===== src/rtl/frame_config_ctrl.sv =====
// Column configuration frame controller: assembles NumRows words into FrameData, then pulses one FrameStrobe line.
// Optional build macro FRAME_CFG_COUNT_EN adds the frames_written output counter.
module frame_config_ctrl #(
  parameter int MaxFramesPerCol = 20,
  parameter int FrameBitsPerRow = 32,
  parameter int NumRows         = 4,
  parameter int StrobeCycles    = 2
) (
  input  logic                               CLK,
  input  logic                               RESET,
  input  logic                               MODE,
  input  logic                               s_valid,
  output logic                               s_ready,
  input  logic [FrameBitsPerRow-1:0]         s_data,
  input  logic [4:0]                         s_frame,
  input  logic                               err_clr,
  output logic [NumRows*FrameBitsPerRow-1:0] FrameData,
  output logic [MaxFramesPerCol-1:0]         FrameStrobe,
  output logic                               busy,
  output logic                               done,
  output logic                               err
`ifdef FRAME_CFG_COUNT_EN
  ,
  output logic [15:0]                        frames_written
`endif
);

  localparam int CW  = $clog2(NumRows) + 1;
  localparam int SCW = $clog2(StrobeCycles) + 1;

  localparam logic [1:0] IDLE   = 2'd0;
  localparam logic [1:0] LOAD   = 2'd1;
  localparam logic [1:0] STROBE = 2'd2;
  localparam logic [1:0] GAP    = 2'd3;

  logic [1:0]                         r_state;
  logic [CW-1:0]                      r_cnt;
  logic [SCW-1:0]                     r_scnt;
  logic [4:0]                         r_frame;
  logic [NumRows*FrameBitsPerRow-1:0] r_frame_data;
  logic [MaxFramesPerCol-1:0]         r_strobe;
  logic                               r_done;
  logic                               r_err;
`ifdef FRAME_CFG_COUNT_EN
  logic                               r_frame_ok;
  logic [15:0]                        r_frames_written;
`endif

  logic                       w_xfer;
  logic [CW-1:0]              w_wr_row;
  logic                       w_last;
  logic [4:0]                 w_frame_sel;
  logic                       w_frame_ok;
  logic [MaxFramesPerCol-1:0] w_onehot;

  // s_ready is combinational so a MODE drop blocks the transfer in the same cycle.
  assign s_ready     = ~RESET & MODE & ((r_state == IDLE) | (r_state == LOAD));
  assign w_xfer      = s_valid & s_ready;
  assign w_wr_row    = (r_state == IDLE) ? {CW{1'b0}} : r_cnt;
  assign w_last      = (w_wr_row == CW'(NumRows - 1));
  assign w_frame_sel = (r_state == IDLE) ? s_frame : r_frame;
  assign w_frame_ok  = (32'(w_frame_sel) < MaxFramesPerCol);

  // One-hot decode of the frame index; out-of-range indices decode to all zeros.
  always_comb begin
    w_onehot = {MaxFramesPerCol{1'b0}};
    for (int f = 0; f < MaxFramesPerCol; f++) begin
      if (32'(w_frame_sel) == f) begin
        w_onehot[f] = 1'b1;
      end else begin
        w_onehot[f] = 1'b0;
      end
    end
  end

  // Frame sequencing, row capture, strobe timing and sticky error.
  always_ff @(posedge CLK) begin
    if (RESET) begin
      r_state      <= IDLE;
      r_cnt        <= {CW{1'b0}};
      r_scnt       <= {SCW{1'b0}};
      r_frame      <= 5'd0;
      r_frame_data <= {(NumRows*FrameBitsPerRow){1'b0}};
      r_strobe     <= {MaxFramesPerCol{1'b0}};
      r_done       <= 1'b0;
      r_err        <= 1'b0;
`ifdef FRAME_CFG_COUNT_EN
      r_frame_ok       <= 1'b0;
      r_frames_written <= 16'd0;
`endif
    end else begin
      r_done <= 1'b0;
      if (err_clr) begin
        r_err <= 1'b0;
      end
      for (int r = 0; r < NumRows; r++) begin
        if (w_xfer && (w_wr_row == CW'(r))) begin
          r_frame_data[r*FrameBitsPerRow +: FrameBitsPerRow] <= s_data;
        end
      end
      // The last word of a frame arms the strobe; a later error set overrides err_clr above.
      if (w_xfer && w_last) begin
        r_state  <= STROBE;
        r_cnt    <= {CW{1'b0}};
        r_scnt   <= {SCW{1'b0}};
        r_strobe <= w_onehot;
        if (!w_frame_ok) begin
          r_err <= 1'b1;
        end
`ifdef FRAME_CFG_COUNT_EN
        r_frame_ok <= w_frame_ok;
`endif
      end
      case (r_state)
        IDLE: begin
          if (w_xfer) begin
            r_frame <= s_frame;
            if (!w_last) begin
              r_cnt   <= CW'(1);
              r_state <= LOAD;
            end
          end
        end
        LOAD: begin
          if (!MODE) begin
            r_state <= IDLE;
            r_cnt   <= {CW{1'b0}};
          end else if (w_xfer && !w_last) begin
            r_cnt <= r_cnt + CW'(1);
          end
        end
        STROBE: begin
          if (!MODE || (r_scnt == SCW'(StrobeCycles - 1))) begin
            r_strobe <= {MaxFramesPerCol{1'b0}};
            r_state  <= GAP;
            r_done   <= 1'b1;
`ifdef FRAME_CFG_COUNT_EN
            if (r_frame_ok && (r_frames_written != 16'hFFFF)) begin
              r_frames_written <= r_frames_written + 16'd1;
            end
`endif
          end else begin
            r_scnt <= r_scnt + SCW'(1);
          end
        end
        GAP: begin
          r_state <= IDLE;
        end
        default: begin
          r_state  <= IDLE;
          r_strobe <= {MaxFramesPerCol{1'b0}};
        end
      endcase
    end
  end

  assign FrameData   = r_frame_data;
  assign FrameStrobe = r_strobe;
  assign busy        = (r_state != IDLE);
  assign done        = r_done;
  assign err         = r_err;
`ifdef FRAME_CFG_COUNT_EN
  assign frames_written = r_frames_written;
`endif

endmodule


===== config.mk =====
export PLATFORM = sky130hd
export DESIGN_NAME = frame_config_ctrl
export DESIGN_NICKNAME = d
export VERILOG_FILES = /design/src/rtl/frame_config_ctrl.sv
export SDC_FILE = /design/constraint.sdc
export NUM_CORES = 1
export LEC_CHECK = 0
export CORE_MARGIN = 1
export CORE_UTILIZATION = 25
export DETAILED_ROUTE_END_ITERATION = 8
export MAX_ROUTING_LAYER = met4
export PLACE_DENSITY = 0.54
export SYNTH_ARGS = -nofsm -noshare
export SYNTH_HDL_FRONTEND = slang
export SYNTH_SLANG_ARGS = --single-unit

===== constraint.sdc =====
create_clock -name CLK -period 1.6 [get_ports CLK]
set_input_delay 0.24 -clock CLK [delete_from_list [all_inputs] [get_ports CLK]]
set_output_delay 0.24 -clock CLK [all_outputs]
set_load 0.01 [all_outputs]

== Word level (Yosys, flattened, before mapping) ==
Cells that the tools add are included.

* $add $sub $neg: 2
* Order comparisons: 1
* Eq/ne operators: 26
* Mux-type cells: 44
* Bitwise operators: 6
* Reductions and logical operators: 14

{| class="wikitable"
|+ Operators with widths
! kind !! number
|-
| two-way mux 20 bit || 3
|-
| equality test 5 x 4 -> 1 bit, second input constant || 8
|-
| two-way mux 1 bit || 24
|-
| equality test 5 x 3 -> 1 bit, second input constant || 4
|-
| equality test 5 bit, second input constant || 4
|-
| two-way mux 3 bit || 6
|-
| two-way mux 2 bit || 8
|-
| equality test 5 x 2 -> 1 bit, second input constant || 2
|-
| one-hot mux 2 bit (4 select lines) || 1
|-
| equality test 3 x 2 -> 1 bit, second input constant || 2
|-
| one-hot mux 3 bit (2 select lines) || 1
|-
| equality test 5 x 1 -> 1 bit, second input constant || 1
|-
| logical AND 1 bit || 5
|-
| logical NOT 5 bit || 1
|-
| less-than comparator 5 bit, second input constant || 1
|-
| two-way mux 5 bit || 1
|-
| equality test 2 x 1 -> 1 bit, second input constant || 2
|-
| equality test 2 bit, second input constant || 2
|-
| adder 3 x 1 -> 3 bit, second input constant || 1
|-
| AND 1 bit || 3
|-
| equality test 3 x 1 -> 1 bit, second input constant || 1
|-
| logical NOT 3 bit || 1
|-
| adder 2 x 1 -> 2 bit, second input constant || 1
|-
| logical NOT 1 bit || 2
|-
| 7 further kinds || 8
|}

* Register bits: 162
* Input port bits: 42
* Output and inout bits: 152
* Word-level logic and storage cells: 104

== Logic depth before layout (Yosys ltp) ==
Gate-level depths: netlist (run 1).

* Depth in word-level cells: 9
* Depth in mapped cells: 7

== Least setup slack after synthesis (run 1) ==
Ideal clock, no wire load.

* Kind: reg2reg
* Start point: register with a tool-made name
* End point: register r_frame_data[34] (netlist: FrameData[34])
* Setup time: 0.132 ns
* Data arrival time: 1.498 ns
* Required time: 1.468 ns
* Setup slack: -0.030 ns
* Stages on the path, launching flop included: 7
* Cells stage by stage: dfxtp_1 nand4bb_2 or4b_1 clkbuf_1 buf_2 nand2_1 a21oi_1

{| class="wikitable"
|+ RTL lines
! element !! line !! text
|-
| to (signal assigned) || 83 || <nowiki>r_frame_data <= {(NumRows*FrameBitsPerRow){1'b0}};</nowiki>
|-
| to (signal, indexed assignment) || 98 || <nowiki>r_frame_data[r*FrameBitsPerRow +: FrameBitsPerRow] <= s_data;</nowiki>
|-
| to (decl) || 40 || <nowiki>logic [NumRows*FrameBitsPerRow-1:0] r_frame_data;</nowiki>
|}

==> results.cfg, run 1 <==
[cells_and_area]
drive_gt1_share_pct = 11.0
post-route-util_pct = 40.9
area_growth_pct = 59.5
finalNetCount = 983
diodes = 0

[global_route]
antenna_found_initial = 0
grt_pass1_wl_mm = 31.1
gr-max-usage-layer = met2
grt_max_degree = 143
grt_usage_pct = 17.5
grt_use_met2_pct = 26.9
first_global_vias = 5307
use_met1_pct = 22.4
gr-total-overflow = 0
grtUsageMet3_pct = 5.27

[drt]
avgViaCountPerCell = 4.57
dr_total_vias = 5649
ant_nets = 0
wirelength_mm = 20.3
drc = 0
drtIter0Drc = 269
wl_per_cell_um = 16.4
dr.pass1.iters = 4

[timing]
rsz0062_at_grt = true
hold_violations = 0
maxSlewHeadroom_pct = 49.7
setup_viol_count_final = 64
tns_ns = -2.58
slew_viol_final = 0
fin_crit_sh_pct = 106
timing.final.ws_setup_ns = -0.0900
max_freq_mhz = 592
period_minus_slack_ns = 1.69
skew_ns = 0.00808
worst_pin_slew_ns = 0.754

[pwr]
p_per_area_nw_per_um2 = 976
internal-power_uw = 7070
clock_power_share_pct = 48.5
p_sw_share_pct = 21.9
power_leakage_uw = 0.00364
p_sw_uw = 1980
combPwrFrac_pct = 6.3
power_uw = 9050
ir_worst_vdd_uv = 628
seqPwrFrac_pct = 45.3

[cts]
htreeDepth = 4
clock_sinks = 162
clk_pin_slew_ns = 0.06
postCtsHoldBufs = 0
cts_buffer_depth = 2
cts_buffers = 17
clock_latency_ns = 0.42
cts_tree = built
root_buffer = clkbuf_16

[die]
rows = 55
die_area_um2 = 23900
core_um2 = 22700
initial_core_util_pct = 25.6
die_x_um = 155
ios = 194
die_y_um = 155

[synth]
synth-async-reset-ratio_pct = 0
syn-cell-area_um2 = 5820
synth-edff-count = 0
ys_types = 38
syn_nets = 775
synth_warnings = 0
synth_most_common_cell = nand2_1
synthTopCellsByArea = dfxtp_1 (56%), nand2_1 (19%), a21oi_1 (12%)
syn_avg_cell_area_um2 = 7.96
ys.flop_type = dfxtp_1
yosys-top-cells-count = nand2_1 (292), dfxtp_1 (162), a21oi_1 (137), clkbuf_1 (34), o21ai_0 (22)
postSynthCellCount = 731
yosys.area.top_type = dfxtp_1
ys_ff_latch = 162
synth_top_cell_area_share_pct = 55.7
seq_area_frac_synth_pct = 55.7

[worst_setup_path]
r2r_setup_slack_ns = -0.09
worstPathMaxFanout = 32
worstSetupEndpointType = flip-flop
path_class = reg2reg
worstPathArrival_ns = 2.02
reg2regPathDepth = 7
cp.required_ns = 1.93
critPathLaunchType = flip-flop

[flow_run]
maxCapViolations = 0

[place]
place.gp.congestion = 0.787
port_buffers = 193
hpwl_mm = 13.1
pre_cts_ws_ns = -0.506

[run_status]
status = complete, but fails checks
violations = setup timing

[hold_path]
hold_depth = 3
worstHoldPathType = in2reg
==> what timing repair did <==
action / 4_1_cts / 5_1_grt
resized for setup: 16 / 64
cloned: 2 / 0
endpoints found under the setup margin: 119 / 184
pin swaps: 2 / 4
setup buffers: 1 / 4
==> kinds of logic (layout without fill, tap and decap cells) <==
family,Yosys count,in the layout,synth area share [%]
multiplexers,2,2,0.344
adder cells (fa/ha/maj),2,2,0.430
buffers and inverters,54,274,3.83
AO/OA/AOI/OAI,173,173,15.5
AND/OR/NAND/NOR,338,338,24.2
flip-flops,162,162,55.7
==> layout by cell type, fill, tap and decap left out, drive strengths merged, types with 4 or more instances in the layout <==
cell           count
nand2            292
clkbuf            22
dfxtp            162
a221oi             4
or3                4
dlymetal6s2s      29
inv                4
a21oi            137
nor2               9
buf               47
o21ai             23
nand3              6
dlygate4sd2        4
bufinv             4
clkdlybuf4s50    158
==> power groups by stage <==
stage,logic (µW),clock network [µW],registers [µW]
final,569,4390,4100
after global routing,618,4680,4100
after CTS,560,4490,4090
after detailed placement,553,0,4180
after global placement,553,0,4180
after floorplan,185,0,4190
==> registers in the layout (all words and copies together), names as in the netlist, named ones only <==
register     flops
done             1
FrameData      128
r_cnt            3
FrameStrobe     20
err              1
r_frame          5
r_scnt           2
==> worst paths after layout <==
kind	startpoint	to
setup reg to reg	flip-flop	FrameData[52]$_SDFFE_PP0P_
setup / recovery	flip-flop	FrameData[52]$_SDFFE_PP0P_
hold / removal	RESET	err$_SDFF_PP0_
hold reg to reg	FrameData[38]$_SDFFE_PP0P_	FrameData[38]$_SDFFE_PP0P_
==> per-stage QoR <==
stage / hold slack [ns] / instances / area [µm²]
3_5_place_dp: 0.446 / 1198 / 8370
4_1_cts: 0.152 / 1232 / 9090
5_1_grt: 0.163 / 1236 / 9280
2_1_floorplan: 0.376 / 731 / 5830
3_3_place_gp: 0.441 / 1198 / 8370
6_report: 0.181 / 1236 / 9280
==> layout make-up <==
class	instances	area [µm²]
Inverter	4	15.0
Sequential cell	162	3250
Fill cell	2318	13400
Tap cell	285	357
Clock buffer	22	474
Clock inverter	9	154
Multi-Input combinational cell	515	2470
Timing Repair Buffer	239	2560
==> per-layer routing <==
metal	up-vias	share of wire [%]
met4	0	1.0
met1	2671	46
met2	150	46
met5	-	0
li1	2817	-
met3	11	6.5
==> worst max-delay path: stages (launching register included) <==
cell	delay, ns
dfxtp_2	0.34
nand4bb_4	0.22
buf_6	0.15
buf_12	0.12
nor4b_4	0.30
buf_12	0.23
nand2_1	0.07
a21oi_1	0.13
(Power assumes the default switching activity.)
==> run 2, diff against run 1 <==
- PLACE_DENSITY: 0.54 -> 0.52
- SKIP_LAST_GASP: unset -> 1
- clock period: 1.6 -> 1.8 ns (I/O delays scaled with it)
==> run 2 against run 1 <==
- the flow now finishes without violations
- setup slack gained 0.14 ns
- sequential share of layout area grew 1.3 points
- clock-buffer cell count grew 2
- non-clock buffer count shrank 6
- core utilization shrank 1.4 points
- total power shrank 14%
- hold slack gained 0.24 ns
- via count shrank 1.6%
- final area shrank 3.5%
- critical path depth shrank 2
- register-to-register slack gained 0.16 ns
- sequential cell count is the same
- critical endpoint is now busy
==> results.cfg, run 2 (synthesis results as in run 1) <==
[cts]
htreeDepth = 4
cts_buffer_depth = 2
cts_tree = built
root_buffer = clkbuf_16
cts_buffers = 17
clk_pin_slew_ns = 0.06
clock_sinks = 162
postCtsHoldBufs = 0
cts_setup_buffers = 0
clock_latency_ns = 0.42

[drt]
wirelength_mm = 19.7
drc = 0
wl_per_cell_um = 16.0
dr_total_vias = 5556
wl_met3_mm = 1.13
drtIter0Drc = 280
met2_wirelength_mm = 9.06
dr.pass1.iters = 4
top_layer_used = met4
ant_nets = 0
avgViaCountPerCell = 4.51
wl_met1_mm = 9.43

[worst_setup_path]
worst_path_most_repeated_cell = buf_4
path_class = reg2out
cp.required_ns = 1.53
worstPathArrival_ns = 1.48
r2r-end = FrameData[58]$_SDFFE_PP0P_
critPathCapture = busy
r2r_setup_slack_ns = 0.07
reg2regPathDepth = 7
crit_family = buffers and inverters
path_cells = buf_4 -> buf_4 -> nor2_4 -> inv_1 -> clkdlybuf4s15_1
cp_num_buf_inv = 4
critPathLaunchType = flip-flop
cp.depth = 5
crit_path_top_delay_cell = dfxtp_1
worstPathMaxFanout = 11
critPathMaxStageDelay_ns = 0.31
worstSetupEndpointType = output port

[timing]
timing.final.ws_setup_ns = 0.0459
hold_ws_ns = 0.420
max_freq_mhz = 570
hold_violations = 0
slew_viol_final = 0
setup_viol_count_final = 0
rsz0062_at_grt = true
worst_pin_slew_ns = 0.722
maxSlewHeadroom_pct = 51.9
fin_crit_sh_pct = 97.5
skew_ns = 0.0130
period_minus_slack_ns = 1.75

[pwr]
power_uw = 7770
power_leakage_uw = 0.00298
p_per_area_nw_per_um2 = 868
ir_worst_vdd_uv = 540

[global_route]
grt_pass1_wl_mm = 30.6
antenna_found_initial = 0
gr-total-overflow = 0
grt_max_degree = 145
grt_usage_pct = 17.3
first_global_vias = 5294

[place]
port_buffers = 193
place.gp.congestion = 0.779
hpwl_mm = 13.2
pre_cts_ws_ns = -0.404

[flow_run]
maxCapViolations = 0

[die]
die_x_um = 155
ios = 194
die_area_um2 = 23900
initial_core_util_pct = 25.6
die_y_um = 155
core_um2 = 22700
rows = 55

[cells_and_area]
fillers = 2328
drive_gt1_share_pct = 8.88
largest_register_ffs = 128
diodes = 0
most-common-layout-cells = nand2_1 (291), clkdlybuf4s50_1 (190), dfxtp_1 (160), a21oi_1 (137), buf_4 (32)
finalNetCount = 977
area_growth_pct = 53.8
final_common_cell = nand2_1

[run_status]
status = complete, no violations

[hold_path]
min_from = s_frame[1]
worstHoldPathType = in2reg
[run 2: how the worst min path moves through the flow]
| stage | end | cells past startpoint |
|---|---|---|
| global route | r_frame[1]$_SDFFE_PP0P_ | 3 |
| detailed placement | FrameStrobe[5]$_SDFF_PP0_ | 2 |
| floorplan | FrameData[0]$_SDFFE_PP0P_ | 2 |
| global placement | FrameData[87]$_SDFFE_PP0P_ | 2 |
| CTS | r_frame[1]$_SDFFE_PP0P_ | 3 |
| finish | r_frame[1]$_SDFFE_PP0P_ | 3 |
[run 2: what timing repair did]
item                                    in CTS  in global routing
cloned                                       0                  0
endpoints found under the hold margin        0                  0
resized for setup                            2                 13
pin swaps                                    0                  1
endpoints found under the setup margin      24                 88
[run 2: tightest hold or removal path: cells and delay by family]
family                 cells  cell delay, ns
AO/OA/AOI/OAI              1            0.05
buffers and inverters      1            0.40
AND/OR/NAND/NOR            1            0.06
[run 2: report_power, final]
| part | leakage, µW | internal, µW | total [µW] | switching (µW) |
|---|---|---|---|---|
| Combinational | 0.00139 | 228 | 486 | 258 |
| Sequential | 0.00131 | 3620 | 3640 | 22.9 |
| Clock | 0.000277 | 2160 | 3640 | 1490 |
[run 2: layer usage]
layer | vias up | global-route usage [%]
li1 | 2801 | -
met1 | 2623 | 22.2
met2 | 126 | 26.3
met3 | 6 | 5.10
met4 | 0 | 4.38
met5 | - | -
[run 2: layout make-up]
| type | count | area (µm²) | share of cell area (%) |
|---|---|---|---|
| flip-flops and latches | 162 | 3250 | 36.3 |
| multi-input cells | 515 | 2420 | 27.0 |
| repair buffers | 233 | 2330 | 26.1 |
| clock buffers | 24 | 482 | 5.38 |
| well taps | 285 | 357 | 3.98 |
| clock inverters | 8 | 101 | 1.13 |
| inverters | 4 | 15.0 | 0.168 |
[run 2: stage by stage]
stage               TNS, ns  area [µm²]  utilization (%)  cells
floorplan                 0        5820                -    731
global placement     -39.83        8340             36.7   1199
detailed placement   -41.15        8340             36.7   1199
CTS                  -0.497        8920             39.3   1231
global route         -0.521        8950             39.4   1231
finish                    0        8950             39.4   1231
==> run 3, diff against run 2 <==
- TNS_END_PERCENT: unset -> 5
==> run 3 against run 2 <==
- core utilization about the same
- clock power barely moved
- register-to-register slack about the same
- cell count did not move
- clock skew down 0.0034 ns
- critical path type unchanged
- final area is essentially flat
- hold slack worse by 0.0023 ns
==> results.cfg, run 3 (synthesis results as in run 1) <==
[global_route]
gr-total-overflow = 0
grt_usage_pct = 17.3
grt_max_degree = 145
grt_use_met2_pct = 26.3
gr-max-usage-layer = met2
grtUsageMet3_pct = 5.10
first_global_vias = 5294
grt_pass1_wl_mm = 30.6
use_met1_pct = 22.2
antenna_found_initial = 0

[die]
ios = 194
initial_core_util_pct = 25.6
die_y_um = 155
rows = 55
die_x_um = 155
core_um2 = 22700
die_area_um2 = 23900

[cells_and_area]
largest_register_ffs = 128
diodes = 0
fillers = 2326
drive_gt1_share_pct = 8.56
final_common_cell = nand2_1
final_cell_count_no_fill = 1231
post-route-util_pct = 39.4
design_area_um2 = 8940
seq_area_um2 = 3240
finalNetCount = 977
area_growth_pct = 53.7
multi_input_area_um2 = 2410
most-common-layout-cells = nand2_1 (291), clkdlybuf4s50_1 (190), dfxtp_1 (161), a21oi_1 (137), buf_4 (32)

[place]
port_buffers = 193
pre_cts_ws_ns = -0.404
dpl.cell_count = 1199
hpwl_mm = 13.2
dpl_cell_area_um2 = 8340
place.gp.congestion = 0.779

[drt]
wl_per_cell_um = 16.0
dr.pass1.iters = 4
drc = 0
avgViaCountPerCell = 4.51
drtIter0Drc = 268
wirelength_mm = 19.6
dr_total_vias = 5557
ant_nets = 0

[timing]
skew_ns = 0.00958
setup_viol_count_final = 0
period_minus_slack_ns = 1.75
max_freq_mhz = 570
maxSlewHeadroom_pct = 50.9
worst_pin_slew_ns = 0.736
slew_viol_final = 0
fin_crit_sh_pct = 97.5
timing.final.ws_setup_ns = 0.0458
rsz0062_at_grt = true
hold_violations = 0

[flow_run]
maxCapViolations = 0

[cts]
cts_buffers = 17
clk_pin_slew_ns = 0.06
clock_latency_ns = 0.42
cts_tree = built
postCtsHoldBufs = 0
htreeDepth = 4
clock_sinks = 162
root_buffer = clkbuf_16
cts_buffer_depth = 2

[worst_setup_path]
worstPathArrival_ns = 1.48
worstSetupEndpointType = output port
crit_path_top_delay_cell = dfxtp_1
critPathMaxStageDelay_ns = 0.31
cp.required_ns = 1.53
worst_path_most_repeated_cell = buf_4
path_cells = buf_4 -> buf_4 -> nor2_4 -> inv_1 -> clkdlybuf4s15_1
path_class = reg2out
critPathLaunchType = flip-flop
worstPathMaxFanout = 11

[pwr]
ir_worst_vdd_uv = 542
combPwrFrac_pct = 6.2
clock_power_share_pct = 46.9
p_sw_uw = 1770
power_uw = 7770
p_sw_share_pct = 22.8
p_per_area_nw_per_um2 = 869
power_leakage_uw = 0.00298
internal-power_uw = 6000
seqPwrFrac_pct = 46.8

[hold_path]
worstHoldPathType = in2reg

[run_status]
status = complete, no violations
==> run 3: changes by cell type in the layout (fill, tap and decap cells not counted) <==
| cell | change |
|---|---|
| dfxtp_1 | +1 |
| dfxtp_2 | -1 |
| mux2i_1 | +1 |
| mux2i_2 | -1 |
| o21a_1 | +1 |
| o21a_2 | -1 |
| o21ai_0 | +2 |
| o21ai_1 | -2 |
==> run 3: final cells by class <==
cell class / instances / area share [%]
repair buffers: 233 / 26.1
clock buffers: 24 / 5.39
well taps: 285 / 3.99
multi-input cells: 515 / 27.0
clock inverters: 8 / 1.13
flip-flops and latches: 162 / 36.3
inverters: 4 / 0.168
==> run 3: final timing paths <==
path	startpoint	end	slack, ns	cells after the start
hold reg to reg	FrameData[6]$_SDFFE_PP0P_	FrameData[6]$_SDFFE_PP0P_	0.45	2
setup / recovery	flip-flop	busy	0.05	5
hold / removal	s_frame[1]	r_frame[1]$_SDFFE_PP0P_	0.42	3
setup reg to reg	flip-flop	FrameData[50]$_SDFFE_PP0P_	0.07	7
==> run 3: metal layers <==
metal | wire length [µm] | vias to the layer above
met3 | 1160 | 14
met4 | 115 | 0
li1 | - | 2799
met1 | 9390 | 2617
met5 | 0 | -
met2 | 8990 | 127
==> run 3: per-stage QoR <==
stage / hold slack (ns) / TNS [ns]
after floorplan: 0.406 / 0
after global placement: 0.441 / -39.83
after detailed placement: 0.446 / -41.15
after CTS: 0.400 / -0.497
after global routing: 0.423 / -0.692
final: 0.418 / 0
==> run 3: repair_timing <==
action | in CTS | in global routing
buffers inserted | 0 | 0
cloned | 0 | 0
endpoints found under the setup margin | 24 | 88
resized for setup | 2 | 8
hold endpoints to repair | 0 | 0
pin swaps | 0 | 1
==> run 3: critical path, delay by kind of cell (launching register included) <==
family,cells,cell delay (ns)
and+or+nand+nor,1,0.13
DFF,1,0.31
buffers and inverters,4,0.63
==> run 3: power by group through the flow <==
stage / Clock, µW / Sequential (µW) / Combinational (µW)
floorplan: 0 / 3730 / 163
global placement: 0 / 3720 / 487
detailed placement: 0 / 3720 / 486
CTS: 3760 / 3640 / 487
global route: 3930 / 3640 / 525
finish: 3650 / 3640 / 484
